## src/rtl/lcd_if_pkg.sv

```systemverilog
// Shared definitions for the serial-RGB LCD timing generator and capture blocks.
package lcd_if_pkg;
  // Horizontal counts are in pixels, vertical counts are in lines.
  localparam int H_VISIBLE = 320;
  localparam int H_FRONT   = 20;
  localparam int H_SYNC    = 10;
  localparam int H_BACK    = 30;
  localparam int V_VISIBLE = 240;
  localparam int V_FRONT   = 4;
  localparam int V_SYNC    = 3;
  localparam int V_BACK    = 15;

  typedef enum logic [1:0] {CH_R = 2'd0, CH_G = 2'd1, CH_B = 2'd2} ch_e;
  typedef enum logic {SEARCH = 1'b0, FRAME = 1'b1} cap_state_e;

  localparam logic [15:0] CRC_POLY = 16'h1021;
  localparam logic [15:0] CRC_INIT = 16'hFFFF;
endpackage

```

## src/rtl/lcd_rgb_capture_if.sv

```systemverilog
// Serial-RGB byte stream in, tagged pixels and status out.
interface lcd_rgb_capture_if;
  logic [7:0]  lcd_dat;
  logic        lcd_hsync;
  logic        lcd_vsync;
  logic        lcd_den;
  logic        pix_valid;
  logic [23:0] pix_rgb;
  logic [8:0]  pix_x;
  logic [7:0]  pix_y;
  logic        frame_start;
  logic        locked;
  logic        err_align;
  logic        err_overrun;
  logic [15:0] frame_crc;

  modport master (
    output lcd_dat, lcd_hsync, lcd_vsync, lcd_den,
    input  pix_valid, pix_rgb, pix_x, pix_y, frame_start, locked,
           err_align, err_overrun, frame_crc
  );
  modport slave (
    input  lcd_dat, lcd_hsync, lcd_vsync, lcd_den,
    output pix_valid, pix_rgb, pix_x, pix_y, frame_start, locked,
           err_align, err_overrun, frame_crc
  );
endinterface

```

## src/rtl/crc16_ccitt_byte.sv

```systemverilog
// Combinational CRC-16-CCITT advance by one byte, MSB first.
module crc16_ccitt_byte (
  input  logic [15:0] crc_i,
  input  logic [7:0]  dat_i,
  output logic [15:0] crc_o
);
  import lcd_if_pkg::*;

  logic [15:0] c;

  always_comb begin
    c = crc_i ^ {dat_i, 8'h00};
    for (int i = 0; i < 8; i++)
      c = c[15] ? ((c << 1) ^ CRC_POLY) : (c << 1);
    crc_o = c;
  end
endmodule

```

## src/rtl/lcd_rgb_capture.sv

```systemverilog
// Serial-RGB LCD receiver: packs R,G,B bytes into tagged pixels and flags framing errors.
// Define CAPTURE_CRC_EN to get a per-frame CRC-16-CCITT on frame_crc.
module lcd_rgb_capture #(
  parameter int H_VISIBLE = lcd_if_pkg::H_VISIBLE,
  parameter int V_VISIBLE = lcd_if_pkg::V_VISIBLE
) (
  input  logic               clk,
  input  logic               resetn,
  lcd_rgb_capture_if.slave   cif
);
  import lcd_if_pkg::*;

  localparam logic [8:0] X_MAX = 9'(H_VISIBLE);
  localparam logic [7:0] Y_MAX = 8'(V_VISIBLE);

  cap_state_e  state_q, state_d;
  ch_e         chan_q, chan_d, ch;
  logic [8:0]  x_q, x_d, px_q, px_d;
  logic [7:0]  y_q, y_d, py_q, py_d;
  logic [7:0]  r_q, r_d, g_q, g_d;
  logic [23:0] rgb_q, rgb_d;
  logic        pv_q, pv_d, fs_q, fs_d;
  logic        ea_q, ea_d, eo_q, eo_d, sup_q, sup_d;
  logic        vs_q, den_q, hs_q;
  logic        vs_fall, den_fall, den_rise, hs_fall;

  assign vs_fall  = vs_q & ~cif.lcd_vsync;
  assign den_fall = den_q & ~cif.lcd_den;
  assign den_rise = ~den_q & cif.lcd_den;
  assign hs_fall  = hs_q & ~cif.lcd_hsync;

  always_comb begin
    state_d = state_q;
    chan_d  = chan_q;
    ch      = chan_q;
    x_d     = x_q;
    y_d     = y_q;
    r_d     = r_q;
    g_d     = g_q;
    rgb_d   = rgb_q;
    px_d    = px_q;
    py_d    = py_q;
    pv_d    = 1'b0;
    fs_d    = 1'b0;
    ea_d    = ea_q;
    eo_d    = eo_q;
    sup_d   = sup_q;
    if (vs_fall) begin
      // Same handling in both states; a byte arriving with the edge is dropped.
      state_d = FRAME;
      fs_d    = 1'b1;
      x_d     = '0;
      y_d     = '0;
      chan_d  = CH_R;
      sup_d   = 1'b0;
    end else if (state_q == FRAME) begin
      if (hs_fall && !cif.lcd_den) ea_d = 1'b1;
      if (!cif.lcd_den) begin
        ch = den_fall ? CH_R : chan_q;
        if (den_fall && (y_q == Y_MAX)) begin
          eo_d  = 1'b1;
          sup_d = 1'b1;
        end
        unique case (ch)
          CH_R: begin r_d = cif.lcd_dat; chan_d = CH_G; end
          CH_G: begin g_d = cif.lcd_dat; chan_d = CH_B; end
          default: begin
            chan_d = CH_R;
            if (sup_q) begin
              // frame already overran: keep discarding
            end else if (x_q == X_MAX) begin
              eo_d = 1'b1;
            end else begin
              pv_d  = 1'b1;
              rgb_d = {r_q, g_q, cif.lcd_dat};
              px_d  = x_q;
              py_d  = y_q;
              x_d   = x_q + 9'd1;
            end
          end
        endcase
      end else if (den_rise) begin
        if (chan_q != CH_R) ea_d = 1'b1;
        if (x_q != '0) y_d = y_q + 8'd1;
        x_d    = '0;
        chan_d = CH_R;
      end
    end
  end

  always_ff @(posedge clk) begin
    if (!resetn) begin
      state_q <= SEARCH;
      chan_q  <= CH_R;
      x_q     <= '0;
      y_q     <= '0;
      r_q     <= '0;
      g_q     <= '0;
      rgb_q   <= '0;
      px_q    <= '0;
      py_q    <= '0;
      pv_q    <= 1'b0;
      fs_q    <= 1'b0;
      ea_q    <= 1'b0;
      eo_q    <= 1'b0;
      sup_q   <= 1'b0;
      vs_q    <= 1'b0;
      den_q   <= 1'b0;
      hs_q    <= 1'b0;
    end else begin
      state_q <= state_d;
      chan_q  <= chan_d;
      x_q     <= x_d;
      y_q     <= y_d;
      r_q     <= r_d;
      g_q     <= g_d;
      rgb_q   <= rgb_d;
      px_q    <= px_d;
      py_q    <= py_d;
      pv_q    <= pv_d;
      fs_q    <= fs_d;
      ea_q    <= ea_d;
      eo_q    <= eo_d;
      sup_q   <= sup_d;
      vs_q    <= cif.lcd_vsync;
      den_q   <= cif.lcd_den;
      hs_q    <= cif.lcd_hsync;
    end
  end

  assign cif.pix_valid   = pv_q;
  assign cif.pix_rgb     = rgb_q;
  assign cif.pix_x       = px_q;
  assign cif.pix_y       = py_q;
  assign cif.frame_start = fs_q;
  assign cif.locked      = (state_q == FRAME);
  assign cif.err_align   = ea_q;
  assign cif.err_overrun = eo_q;

`ifdef CAPTURE_CRC_EN
  logic        byte_ok;
  logic [15:0] crc_q, crc_nxt, fcrc_q;

  assign byte_ok = (state_q == FRAME) && !vs_fall && !cif.lcd_den;

  crc16_ccitt_byte u_crc (.crc_i(crc_q), .dat_i(cif.lcd_dat), .crc_o(crc_nxt));

  always_ff @(posedge clk) begin
    if (!resetn) begin
      crc_q  <= CRC_INIT;
      fcrc_q <= '0;
    end else if (vs_fall) begin
      fcrc_q <= crc_q;
      crc_q  <= CRC_INIT;
    end else if (byte_ok) begin
      crc_q  <= crc_nxt;
    end
  end

  assign cif.frame_crc = fcrc_q;
`else
  assign cif.frame_crc = 16'h0000;
`endif
endmodule

```

## src/flat_wrapper.sv

```systemverilog
// flat-port wrapper written by rule: the top's interface ports become plain ports
module lcd_rgb_capture_flat import lcd_if_pkg::*;
#(
  parameter int H_VISIBLE = lcd_if_pkg::H_VISIBLE,
  parameter int V_VISIBLE = lcd_if_pkg::V_VISIBLE
)
  (clk, resetn, cif_lcd_dat, cif_lcd_hsync, cif_lcd_vsync, cif_lcd_den, cif_pix_valid, cif_pix_rgb, cif_pix_x, cif_pix_y, cif_frame_start, cif_locked, cif_err_align, cif_err_overrun, cif_frame_crc);
  lcd_rgb_capture_if cif_i ();
  input  logic clk;
  input  logic resetn;
  input wire logic [$bits(cif_i.lcd_dat)-1:0] cif_lcd_dat;
  input wire logic [$bits(cif_i.lcd_hsync)-1:0] cif_lcd_hsync;
  input wire logic [$bits(cif_i.lcd_vsync)-1:0] cif_lcd_vsync;
  input wire logic [$bits(cif_i.lcd_den)-1:0] cif_lcd_den;
  output wire logic [$bits(cif_i.pix_valid)-1:0] cif_pix_valid;
  output wire logic [$bits(cif_i.pix_rgb)-1:0] cif_pix_rgb;
  output wire logic [$bits(cif_i.pix_x)-1:0] cif_pix_x;
  output wire logic [$bits(cif_i.pix_y)-1:0] cif_pix_y;
  output wire logic [$bits(cif_i.frame_start)-1:0] cif_frame_start;
  output wire logic [$bits(cif_i.locked)-1:0] cif_locked;
  output wire logic [$bits(cif_i.err_align)-1:0] cif_err_align;
  output wire logic [$bits(cif_i.err_overrun)-1:0] cif_err_overrun;
  output wire logic [$bits(cif_i.frame_crc)-1:0] cif_frame_crc;
  assign cif_i.lcd_dat = cif_lcd_dat;
  assign cif_i.lcd_hsync = cif_lcd_hsync;
  assign cif_i.lcd_vsync = cif_lcd_vsync;
  assign cif_i.lcd_den = cif_lcd_den;
  assign cif_pix_valid = cif_i.pix_valid;
  assign cif_pix_rgb = cif_i.pix_rgb;
  assign cif_pix_x = cif_i.pix_x;
  assign cif_pix_y = cif_i.pix_y;
  assign cif_frame_start = cif_i.frame_start;
  assign cif_locked = cif_i.locked;
  assign cif_err_align = cif_i.err_align;
  assign cif_err_overrun = cif_i.err_overrun;
  assign cif_frame_crc = cif_i.frame_crc;
  lcd_rgb_capture #(.H_VISIBLE(H_VISIBLE), .V_VISIBLE(V_VISIBLE)) u_core (.clk(clk), .resetn(resetn), .cif(cif_i));
endmodule
```

## config.mk

```make
export PLATFORM = sky130hd
export DESIGN_NAME = lcd_rgb_capture_flat
export DESIGN_NICKNAME = d
export VERILOG_FILES = /design/src/rtl/lcd_if_pkg.sv /design/src/rtl/lcd_rgb_capture_if.sv /design/src/rtl/crc16_ccitt_byte.sv /design/src/rtl/lcd_rgb_capture.sv /design/src/flat_wrapper.sv
export SDC_FILE = /design/constraint.sdc
export NUM_CORES = 1
export LEC_CHECK = 0
export BUFFER_PORTS_ARGS = -buffer_cell sky130_fd_sc_hd__buf_2
export CORE_UTILIZATION = 35
export DETAILED_ROUTE_END_ITERATION = 10
export GPL_ROUTABILITY_DRIVEN = 0
export PLACE_DENSITY = 0.52
export SLEW_MARGIN = 0
export SYNTH_ARGS = -nofsm -noshare
export SYNTH_HDL_FRONTEND = slang
export SYNTH_SLANG_ARGS = --single-unit
```

## constraint.sdc

```tcl
create_clock -name clk -period 2.7 [get_ports clk]
set_clock_uncertainty 0.15 [all_clocks]
set_input_delay 0.27 -clock clk [delete_from_list [all_inputs] [get_ports clk]]
set_output_delay 0.27 -clock clk [all_outputs]
set_load 0.03 [all_outputs]
```

# Word level (Yosys, flattened, before mapping)
# Index checks and enable logic that the tools add are counted.
dict set report op_classes {
  n_reduce_logical 18
  n_mux 19
  add_sub_neg 2
  bitwise 14
  eq_ne 7
}
# cell count
set op_table {}
lappend op_table {{$mux W9} 5}
lappend op_table {{$reduce_and A4 Y1} 3}
lappend op_table {{$mux W1} 10}
lappend op_table {{$not A1 Y1} 10}
lappend op_table {{$add A9 B1 Y9 const B} 1}
lappend op_table {{$eq A9 B9 Y1 const B} 1}
lappend op_table {{$reduce_bool A9 Y1} 1}
lappend op_table {{$add A8 B1 Y8 const B} 1}
lappend op_table {{$eq A8 B8 Y1 const B} 1}
lappend op_table {{$reduce_or A7 Y1} 1}
lappend op_table {{$mux W2} 3}
lappend op_table {{$reduce_and A3 Y1} 2}
lappend op_table {{$reduce_and A6 Y1} 1}
lappend op_table {{$reduce_and A5 Y1} 1}
lappend op_table {{$and A1 B1 Y1} 4}
lappend op_table {{$ne A2 B1 Y1 const B} 2}
lappend op_table {{$ne A2 B2 Y1 const B} 2}
lappend op_table {{$pmux W2 S2} 1}
lappend op_table {{$reduce_and A2 Y1} 2}
lappend op_table {{$reduce_or A2 Y1} 2}
lappend op_table {{$eq A2 B1 Y1 const B} 1}
lappend op_table {{$logic_and A1 B1 Y1} 2}
lappend op_table {{$logic_not A2 Y1} 1}
lappend op_table {{$reduce_bool A2 Y1} 1}
lappend op_table {{$logic_not A1 Y1} 1}
dict set report totals {
  in_bits 13
  ff_bits 85
  elab_cells 77
  output_inout_bits 62
}

# Depth between registers and ports, before layout
dict set report logic_depth {
  depth_word 7
  ltp_mapped 8
  mapped_depth_nobuf 6
}

# Worst setup path before layout
# Ideal clock, no wire load.
dict set report synth_timing {
  path_type {register -> register}
  startpoint {reg u_core.state_q, in the netlist u_core.cif.locked}
  endpoint {reg u_core.r_q[0]}
  path_buffers 1
  period_less_slack_ns 1.986
  t_arrival_ns 1.720
  stages_incl_launch_ff 6
  setup_ns 0.116
  path_slack_ns 0.714
  path_cell_list {dfxtp_1 > nor2b_1 > or3b_2 > buf_2 > mux2i_1 > nor2b_1}
}
dict set report synth_via {
  elab_chain_cells 1
}
# element line_no
set synth_lines {}
lappend synth_lines {{start: declaration} lcd_rgb_capture.sv:16} ;# cap_state_e state_q, state_d;
lappend synth_lines {{start signal: assignment} lcd_rgb_capture.sv:111} ;# state_q <= state_d;
lappend synth_lines {{$reduce_and A4 Y1 (no source line)} --}
lappend synth_lines {{end signal: assignment} lcd_rgb_capture.sv:115} ;# r_q <= r_d;
lappend synth_lines {{end: declaration} lcd_rgb_capture.sv:20} ;# logic [7:0] r_q, r_d, g_q, g_d;
# Every way passes these cells.
# A chain may end at the register's enable or synchronous reset.

# Worst setup path after layout
dict set report layout_timing {
  startpoint {reg u_core.x_q[0]}
  endpoint {reg u_core.x_q[5]}
}
dict set report layout_via {
  elab_chain_cells 5
  elab_cells_between_ends 8
}
# element line_no
set layout_lines {}
lappend layout_lines {{start: declaration} lcd_rgb_capture.sv:18} ;# logic [8:0] x_q, x_d, px_q, px_d;
lappend layout_lines {{start signal: assignment} lcd_rgb_capture.sv:95} ;# x_q <= '0;
lappend layout_lines {{start signal: assignment} lcd_rgb_capture.sv:113} ;# x_q <= x_d;
lappend layout_lines {{$add A9 B1 Y9} lcd_rgb_capture.sv:78} ;# x_d = x_q + 9'd1;
lappend layout_lines {{$mux W9} lcd_rgb_capture.sv:71} ;# end else if (x_q == X_MAX) begin
lappend layout_lines {{$mux W9} lcd_rgb_capture.sv:69} ;# if (sup_q) begin
lappend layout_lines {{$mux W9} lcd_rgb_capture.sv:64} ;# unique case (ch)
lappend layout_lines {{$mux W9} lcd_rgb_capture.sv:58} ;# if (!cif.lcd_den) begin
# Several ways; a longest one is shown, not always the timed one. The select of a mux whose other input is x is not followed.

==> impl_metrics.toml <==
[synthesis]
syn_area_per_cell_sq_um = 9.172
ys_seq_area_share_pct = 45.14
yosysWarnings = 0
synth-edff-count = 0
async_reset_ff_share_pct = 0
yosys.area.top_type = "dfxtp_1"
ys_ff_latch = 85
postSynthCellCount = 411
synth_top_cell_area_share_pct = 45.14
netlist_area_sq_um = 3770
synth.distinct_cells = 55
ys_top_cells_by_area = "dfxtp_1, nand3_1, o21ai_0"
synth_ff_type = "dfxtp_1"

[die]
fp.dieW_um = 105.8
die_h_um = 105.8
coreArea_sq_um = 10370
pin_count = 75
start_util_pct = 36.35
die_area_sq_um = 11190
rows = 37

[final_layout]
final_common_cell = "dfxtp_1"
fin_nets = 476
final_cell_mix = "dfxtp_1, buf_2, nand3_1, o21ai_0, a21boi_0"
diodes = 0
final_cells = 599
syn_to_final_growth_pct = 14.37
drive_gt1_share_pct = 19.65

[timing]
tightest_slew_ns = 0.6861
drv_slew = 0
fmax_ghz = 0.4605
setup_viol = 0
period_share_pct = 80.44
period_needed_ns = 2.172
rsz0062_at_grt = "no"
finalHoldViolCount = 0
slew-limit-headroom_pct = 53.08
setup_slack_ns = 0.5282
fin_tns_setup_ns = 0

[critical_path]
crit_buf_inv = 1
cp_cell_sequence = "inv_1 > ha_1 > nand4b_1 > o211ai_2 > a2111oi_0 > mux2i_1"
worst_ep_arrival_time_ns = 2.31
cp-end-kind = "flop"
startpoint_type = "flop"
worstSetupPathType = "flop to flop"
critPathMaxStageDelay_ns = 0.64
crit_required_ns = 2.84
cp_max_fo = 6
path_delay_family = "compound AO/OA/AOI/OAI gates"
crit_slowest_cell = "a2111oi_0"

[clocking]
cts_made_buffers = 9
clkSinkCount = 85
clk_path_buf_depth = 2
cts_tree = "done"
cts_resized = 0
htree_num_levels = 3
clk-insertion-delay-late_ns = 0.36
cts-root-buf = "clkbuf_8"
path_clk_slew_ns = 0.08

[power]
vdd_ir_drop_max_mv = 0.2513
powerDensity_nw_per_um2 = 536.5
cellLeakagePower_uw = 0.001713

[grt]
grt_use_met3_pct = 4.267
grt_pass1_wl_um = 15050
gr-usage-met1_pct = 23.92
use_met2_pct = 25.82
grt_start_max_net_pins = 40
grt_pass1_vias = 2877
busiest_layer = "met2"
grt-ovfl-total = 0
antenna_found_initial = 0
track_usage_pct = 17.19

[placement]
port_buffers = 58
hpwl_um = 6151
dp.cells = 582
pre_cts_slack_ns = 0.5579

[routing]
drt.antenna.violating_nets = 0
drc = 0
wl_um = 9073
via_per_inst = 5.104
drtIter0Drc = 126
wl_per_cell_um = 15.15
vias = 3057
detail_route.first_pass.iterations = 4

[run_status]
status = "complete, no violations"

[job]
drv_cap = 0

[min_path]
hp-class = "primary input to flop"
-- worst register-to-register path, delay by kind of cell (launching register included) --
family / cells / cell delay (ns)
and+or+nand+nor: 1 / 0.20
DFF: 1 / 0.43
AOI/OAI and AO/OA: 2 / 0.77
adders and majority gates: 1 / 0.21
muxes: 1 / 0.24
buffers and inverters: 1 / 0.10
-- cell type report --
class                      instances  area (sq um)
clock buffer                      10         137.6
clock inverter                     5         60.06
fill                            1068          6058
inverter                           7         26.28
multi-input combinational        285          1810
sequential                        85          1702
tap                              136         170.2
timing repair buffer              71         405.4
-- cells by family after synthesis --
kind of cell	share of synthesized area [%]
AND/OR/NAND/NOR	18.52
AO/OA/AOI/OAI	20.31
flip-flops	45.14
buffers and inverters	8.397
multiplexers	5.045
XOR/XNOR	1.162
adder cells (fa/ha/maj)	1.328
other	0.09947
-- sequential cells by signal (all words and copies together) (netlist names), 2 cells and up --
name	flops
u_core.cif.pix_y	8
u_core.cif.pix_rgb	24
u_core.y_q	8
u_core.x_q	9
u_core.chan_q	2
u_core.cif.pix_x	9
u_core.r_q	8
u_core.g_q	8
-- timing repair --
item | in CTS | in global routing
buffers inserted | 0 | 0
hold buffers | 2 | 0
hold endpoints to repair | 2 | 0
-- cells in the mapped netlist (all sizes together) (5+ instances only) --
master   n
dfxtp   85
nand3   51
o21ai   44
a21boi  42
buf     33
mux2i   19
nor2b   19
clkbuf  16
nand2   13
nor2    10
a21oi    8
inv      7
and2     5
or4      5
-- through the flow --
step | power [uW] | instance area, sq um | utilization [%] | hold slack, ns
global placement | 1421 | 4094 | 39.48 | 0.3010
global route | 2409 | 4312 | 41.58 | 0.05956
CTS | 2354 | 4312 | 41.58 | 0.04063
detailed placement | 1421 | 4094 | 39.48 | 0.3074
finish | 2313 | 4312 | 41.58 | 0.05832
floorplan | 1400 | 3826 | - | 0.2417
-- layer usage --
layer | vias to the layer above | routed length [um]
met5 | - | 0
met4 | 0 | 133
met3 | 14 | 492
met2 | 98 | 3934
met1 | 1424 | 4513
li1 | 1521 | -
-- where the power goes --
| part | internal [uW] | switching [uW] | total, uW |
|---|---|---|---|
| Sequential | 1260 | 6.02 | 1270 |
| Combinational | 38.4 | 90.6 | 129 |
| Clock | 451 | 468 | 919 |
| Total | 1750 | 565 | 2310 |
-- final timing paths --
path | startpoint | to | slack, ns | cells after the start
setup / recovery | u_core.x_q[0] | u_core.x_q[5] | 0.53 | 6
hold / removal | cif_lcd_dat[6] | u_core.cif.pix_rgb[6] | 0.06 | 3
setup reg to reg | u_core.x_q[0] | u_core.x_q[5] | 0.53 | 6
hold reg to reg | u_core.cif.err_overrun | u_core.cif.err_overrun | 0.32 | 2
Note: power is estimated with default switching activity, not from simulation.
